<file path="config.mk">
export PLATFORM = sky130hd
export DESIGN_NAME = uart_receiver
export DESIGN_NICKNAME = d
export VERILOG_FILES = /design/src/rtl/uart_receiver.sv
export SDC_FILE = /design/constraint.sdc
export NUM_CORES = 1
export LEC_CHECK = 0
export CAP_MARGIN = 0
export CORE_UTILIZATION = 26
export CTS_CLUSTER_DIAMETER = 60
export CTS_CLUSTER_SIZE = 12
export DETAILED_ROUTE_END_ITERATION = 16
export DONT_BUFFER_PORTS = 1
export PLACE_DENSITY = 0.4
export SLEW_MARGIN = 20
export SYNTH_ARGS = -nofsm -noshare
export SYNTH_HDL_FRONTEND = slang
export SYNTH_SLANG_ARGS = --single-unit
</file>
<file path="constraint.sdc">
create_clock -name clk -period 3.2 [get_ports clk]
set_input_delay 0.8 -clock clk [delete_from_list [all_inputs] [get_ports clk]]
set_output_delay 0.8 -clock clk [all_outputs]
set_load 0.005 [all_outputs]
</file>
<file path="src/rtl/uart_receiver.sv">
// 16x-oversampled UART receiver: 8 data bits LSB first, even parity, one stop bit.
// Reports each frame as good data, a parity error and/or a framing error.
module uart_receiver #(
  parameter int CLK_FREQ = 50000000
) (
  input  logic       clk,
  input  logic       reset,
  input  logic       RxD,
  input  logic [2:0] baud_select,
  input  logic       Rx_EN,
  output logic [7:0] Rx_DATA,
  output logic       Rx_VALID,
  output logic       Rx_PERROR,
  output logic       Rx_FERROR
);

  function automatic int div_of(input int baud);
    int d;
    d = (CLK_FREQ + 8 * baud) / (16 * baud);
    return (d < 1) ? 1 : d;
  endfunction

  localparam int D0 = div_of(300);
  localparam int D1 = div_of(1200);
  localparam int D2 = div_of(4800);
  localparam int D3 = div_of(9600);
  localparam int D4 = div_of(19200);
  localparam int D5 = div_of(38400);
  localparam int D6 = div_of(57600);
  localparam int D7 = div_of(115200);
  localparam int CW = $clog2(D0 + 1);

  // IDLE wait for 1->0 | START mid-bit check | DATA 8 bits | PARITY capture | STOP resolve
  typedef enum logic [2:0] {IDLE, START, DATA, PARITY, STOP} state_t;

  state_t        state;
  logic [1:0]    sync;
  logic          rxs;
  logic [CW-1:0] div_sel;
  logic [CW-1:0] div_q;
  logic [CW-1:0] baud_cnt;
  logic          tick;
  logic [3:0]    tick_cnt;
  logic [2:0]    bit_cnt;
  logic [7:0]    shreg;
  logic          parity_q;
  logic          armed;
  logic          par_err;

  assign rxs     = sync[1];
  assign tick    = (baud_cnt == div_q - CW'(1));
  assign par_err = ^{shreg, parity_q};

  always_comb begin
    div_sel = CW'(D0);
    case (baud_select)
      3'b000: div_sel = CW'(D0);
      3'b001: div_sel = CW'(D1);
      3'b010: div_sel = CW'(D2);
      3'b011: div_sel = CW'(D3);
      3'b100: div_sel = CW'(D4);
      3'b101: div_sel = CW'(D5);
      3'b110: div_sel = CW'(D6);
      3'b111: div_sel = CW'(D7);
      default: div_sel = CW'(D0);
    endcase
  end

  always_ff @(posedge clk) begin
    if (reset) sync <= 2'b11;
    else       sync <= {sync[0], RxD};
  end

  always_ff @(posedge clk) begin
    if (reset || state == IDLE) baud_cnt <= '0;
    else if (tick)              baud_cnt <= '0;
    else                        baud_cnt <= baud_cnt + CW'(1);
  end

  always_ff @(posedge clk) begin
    if (reset) begin
      state     <= IDLE;
      div_q     <= CW'(D0);
      tick_cnt  <= 4'd0;
      bit_cnt   <= 3'd0;
      shreg     <= 8'h00;
      parity_q  <= 1'b0;
      armed     <= 1'b0;
      Rx_DATA   <= 8'h00;
      Rx_VALID  <= 1'b0;
      Rx_PERROR <= 1'b0;
      Rx_FERROR <= 1'b0;
    end else begin
      Rx_VALID  <= 1'b0;
      Rx_PERROR <= 1'b0;
      Rx_FERROR <= 1'b0;
      if (state != IDLE && !Rx_EN) begin
        state <= IDLE;
        armed <= 1'b0;
      end else begin
        case (state)
          IDLE: begin
            // armed requires the line to be seen high first, so a held break cannot retrigger
            if (rxs) armed <= 1'b1;
            else if (Rx_EN && armed) begin
              state    <= START;
              armed    <= 1'b0;
              tick_cnt <= 4'd0;
              bit_cnt  <= 3'd0;
              div_q    <= div_sel;
            end
          end
          START: if (tick) begin
            if (tick_cnt == 4'd7) begin
              tick_cnt <= 4'd0;
              if (rxs) begin
                state <= IDLE;
                armed <= 1'b1;
              end else state <= DATA;
            end else tick_cnt <= tick_cnt + 4'd1;
          end
          DATA: if (tick) begin
            tick_cnt <= tick_cnt + 4'd1;
            if (tick_cnt == 4'd15) begin
              shreg   <= {rxs, shreg[7:1]};
              bit_cnt <= bit_cnt + 3'd1;
              if (bit_cnt == 3'd7) state <= PARITY;
            end
          end
          PARITY: if (tick) begin
            tick_cnt <= tick_cnt + 4'd1;
            if (tick_cnt == 4'd15) begin
              parity_q <= rxs;
              state    <= STOP;
            end
          end
          STOP: if (tick) begin
            tick_cnt <= tick_cnt + 4'd1;
            if (tick_cnt == 4'd15) begin
              Rx_FERROR <= ~rxs;
              Rx_PERROR <= par_err;
              if (rxs && !par_err) begin
                Rx_DATA  <= shreg;
                Rx_VALID <= 1'b1;
              end
              armed <= rxs;
              state <= IDLE;
            end
          end
          default: state <= IDLE;
        endcase
      end
    end
  end

endmodule

</file>
==> results.md, run 1 <==
* Critical Path Fanout Max at 11
* Worst Skew at 0.005135 ns
* Cell family with most CP delay: simple AND/OR/NAND/NOR gates
* Final Hold Viols at 0
* Post-Synthesis Cell Area at 3422 um2
* Port bufs at 0
* Yosys warning count at 0
* DIE HEIGHT at 116.7 um
* Antenna violations before repair at 0
* DRT Pass-1 Iters at 4
* Total wire length at 8.062 mm
* Worst-path clk slew at 0.05 ns
* Design Area, Final at 3854 um2
* Worst setup EP type: flop
* Post-DP Area at around 3600 um2
* Pre-CTS setup slack at 0.3365 ns
* Routability cong. at 0.7628
* Worst Slack Setup Final at between 0.2 and 0.3 ns
* Syn Nets at 422
* P&R area growth vs syn at 12.61%
* RSZ-0062 raised after global routing: false
* Congestion Overflow GR at 0
* Outcome: finished, final reports clean
* Post-CTS Resized at 0
* VDD IR max at 0.2547 mV
* I/O pins at 18
* Cell taking the most area after synthesis: dfxtp_1
* GRT Util Overall at 0.1340
* Setup violations, final at 0
* Post-Syn Instances at between 400 and 500
* Mapped Avg Cell Area at 8.491 um2
* Row Count at 41
* ANT cells at 0
* Worst Path Required at roughly 3.4 ns
* Tmin final at just under 3 ns
* Crit-path slowest cell: and4bb_2
* Crit-path cells: inv_1 -> ha_1 -> nor3b_1 -> buf_4 -> a21oi_1 -> o21ai_0 -> nand3_1 -> and4bb_2 -> a41o_1 -> and3_1
* Via/cell ratio at just under 5
* Achievable Freq at 343.2 MHz
* H-Tree Level Count at 3
* Die ar. at about 14000 um2
* P_leak at between 1 and 1.5 nW
* Yosys top cell area share at 0.3452
* Crit start category: flop
* Max_slew headroom at 0.6082
* Initial DRC Count at just over 100
* Async SR Flop Fraction at 0
* Most numerous cell in the Yosys netlist: dfxtp_1
* Layout cells sized above 1 at 0.09524
* Worst skew pair latency at 0.34 ns
* Max incr delay on CP at 0.47 ns
* Max Cap Violations at 0
* Post-CTS Hold Buffers at 0
* CTS sink count at a little under 60
* Ranking of synthesized cells by area: dfxtp_1 (35%), mux2i_1 (6.4%), nor2_1 (5.6%), nand2_1 (4.5%), ha_1 (4.4%)
* Worst-Margin Slew at 0.5816 ns
* First-pass GRT wire length at 13.73 mm
* Critical Path AT at 3.14 ns
* Cell Pwr Density at roughly 460 nW/um2
* DR DRC count at 0
* Chip width at 116.7 um
* Total core area at 12720 um2
* Flops & latches, synth at 59
* Slew Viols, Final at 0
* Clk root buf: clkbuf_16
* Post-DP HPWL at 5.769 mm
* Largest net degree at the start of global routing at 38
* CTS tree: yes
* Initial core utilization at 0.2690
* Worst Hold Class: flop to flop
* Longest Clk Path Bufs at 2
* Total number of vias at around 2800
* Library cells used by synthesis at 62
* Postcts setup bufs at 0
* Final setup TNS at 0 ns
* CTS Buf Count at 9
* Leading cell types by count after synthesis: dfxtp_1 (59), nor2_1 (51), nand2_1 (41)
* Wire per inst at 14.12 um
* Post-synth EDFFs at 0
* Vias in the first global route at 2735
* Final Cycle Share at 0.9106
* Post-synthesis sequential area ratio at 0.3452
* Setup CP Type: flop to flop
* CP bufs+invs at 2
* Ys flop type: dfxtp_1
* Post-DRT Antenna Nets at 0
* Nets at 413
## worst paths after layout
path                            slack (ns)  depth (start not counted)             startpoint                    end
worst max-delay path                  0.29                         10  div_q[1]$_SDFFE_PP0P_  state[1]$_SDFFE_PP0P_
worst min-delay path                  0.41                          1     sync[0]$_SDFF_PP1_     sync[1]$_SDFF_PP1_
worst max register to register        0.29                         10  div_q[1]$_SDFFE_PP0P_  state[1]$_SDFFE_PP0P_
worst min register to register        0.41                          1     sync[0]$_SDFF_PP1_     sync[1]$_SDFF_PP1_
## state kept, by name, summed over array words and instances, names as in the netlist
name       cells
Rx_PERROR      1
Rx_FERROR      1
parity_q       1
bit_cnt        3
state          3
baud_cnt      14
tick_cnt       4
shreg          8
armed          1
div_q         12
sync           2
Rx_DATA        8
Rx_VALID       1
## cell families after synthesis
kind of cell / share of synthesized area
AO/OA/AOI/OAI: 0.1379
flip-flops: 0.3452
XOR/XNOR: 0.08336
AND/OR/NAND/NOR: 0.2728
adder cells (fa/ha/maj): 0.04387
multiplexers: 0.06764
buffers and inverters: 0.04936
## worst register-to-register path, cell delays in order, from the launching register on
cell	delay, ns
dfxtp_1	0.35
inv_1	0.07
ha_1	0.40
nor3b_1	0.28
buf_4	0.17
a21oi_1	0.06
o21ai_0	0.20
nand3_1	0.42
and4bb_2	0.47
a41o_1	0.23
and3_1	0.17
## per-layer routing
layer,track usage,vias up,part of all wire
li1,-,1414,-
met1,0.1679,1302,0.49
met2,0.2075,49,0.45
met3,0.03166,17,0.033
met4,0.08354,0,0.030
met5,0,-,0
## layout by cell type, fill, tap and decap left out, types with 3 or more instances in the layout
cell / n
dfxtp_1: 59
nor2_1: 51
nand2_1: 41
mux2i_1: 22
nand3_1: 17
xnor2_1: 16
xor2_1: 14
o21ai_0: 13
inv_1: 12
a21oi_1: 12
ha_1: 12
nor3_1: 10
and3_1: 9
clkbuf_16: 9
a211oi_1: 7
o211ai_1: 6
buf_4: 6
or3_1: 5
nand4_1: 5
nand3b_1: 5
nor3b_1: 4
nor2b_1: 4
nand2b_1: 3
a41oi_1: 3
o311ai_0: 3
nor4_1: 3
clkinv_2: 3
## final cells by class
class / instances / area (um2)
inverters: 12 / 45.04
multi-input cells: 306 / 2072
clock buffers: 11 / 242.7
flip-flops and latches: 59 / 1181
repair buffers: 6 / 45.04
fillers: 1399 / 8869
clock inverters: 5 / 52.55
well taps: 172 / 215.2
## per-stage QoR
step / std cells / utilization / hold slack [ns] / power (mW)
after floorplan: 403 / - / 0.3895 / 0.8147
after global placement: 555 / 0.2797 / 0.3943 / 0.8182
after detailed placement: 555 / 0.2797 / 0.3936 / 0.8177
after CTS: 571 / 0.3029 / 0.4063 / 1.800
after global routing: 571 / 0.3029 / 0.4202 / 1.834
final: 571 / 0.3029 / 0.4062 / 1.765
## power by group
part	internal (mW)	total (mW)	switching (mW)
clock	0.619	0.963	0.344
combinational	0.0214	0.0517	0.0302
sequential	0.741	0.750	0.00933
Power figures use the tool's default switching activity.
==> run 2: changes to the inputs <==
CAP_MARGIN = default   (was 0)
==> results of run 2 <==
The final DEF is identical to that of run 1; final timing and power are the same.
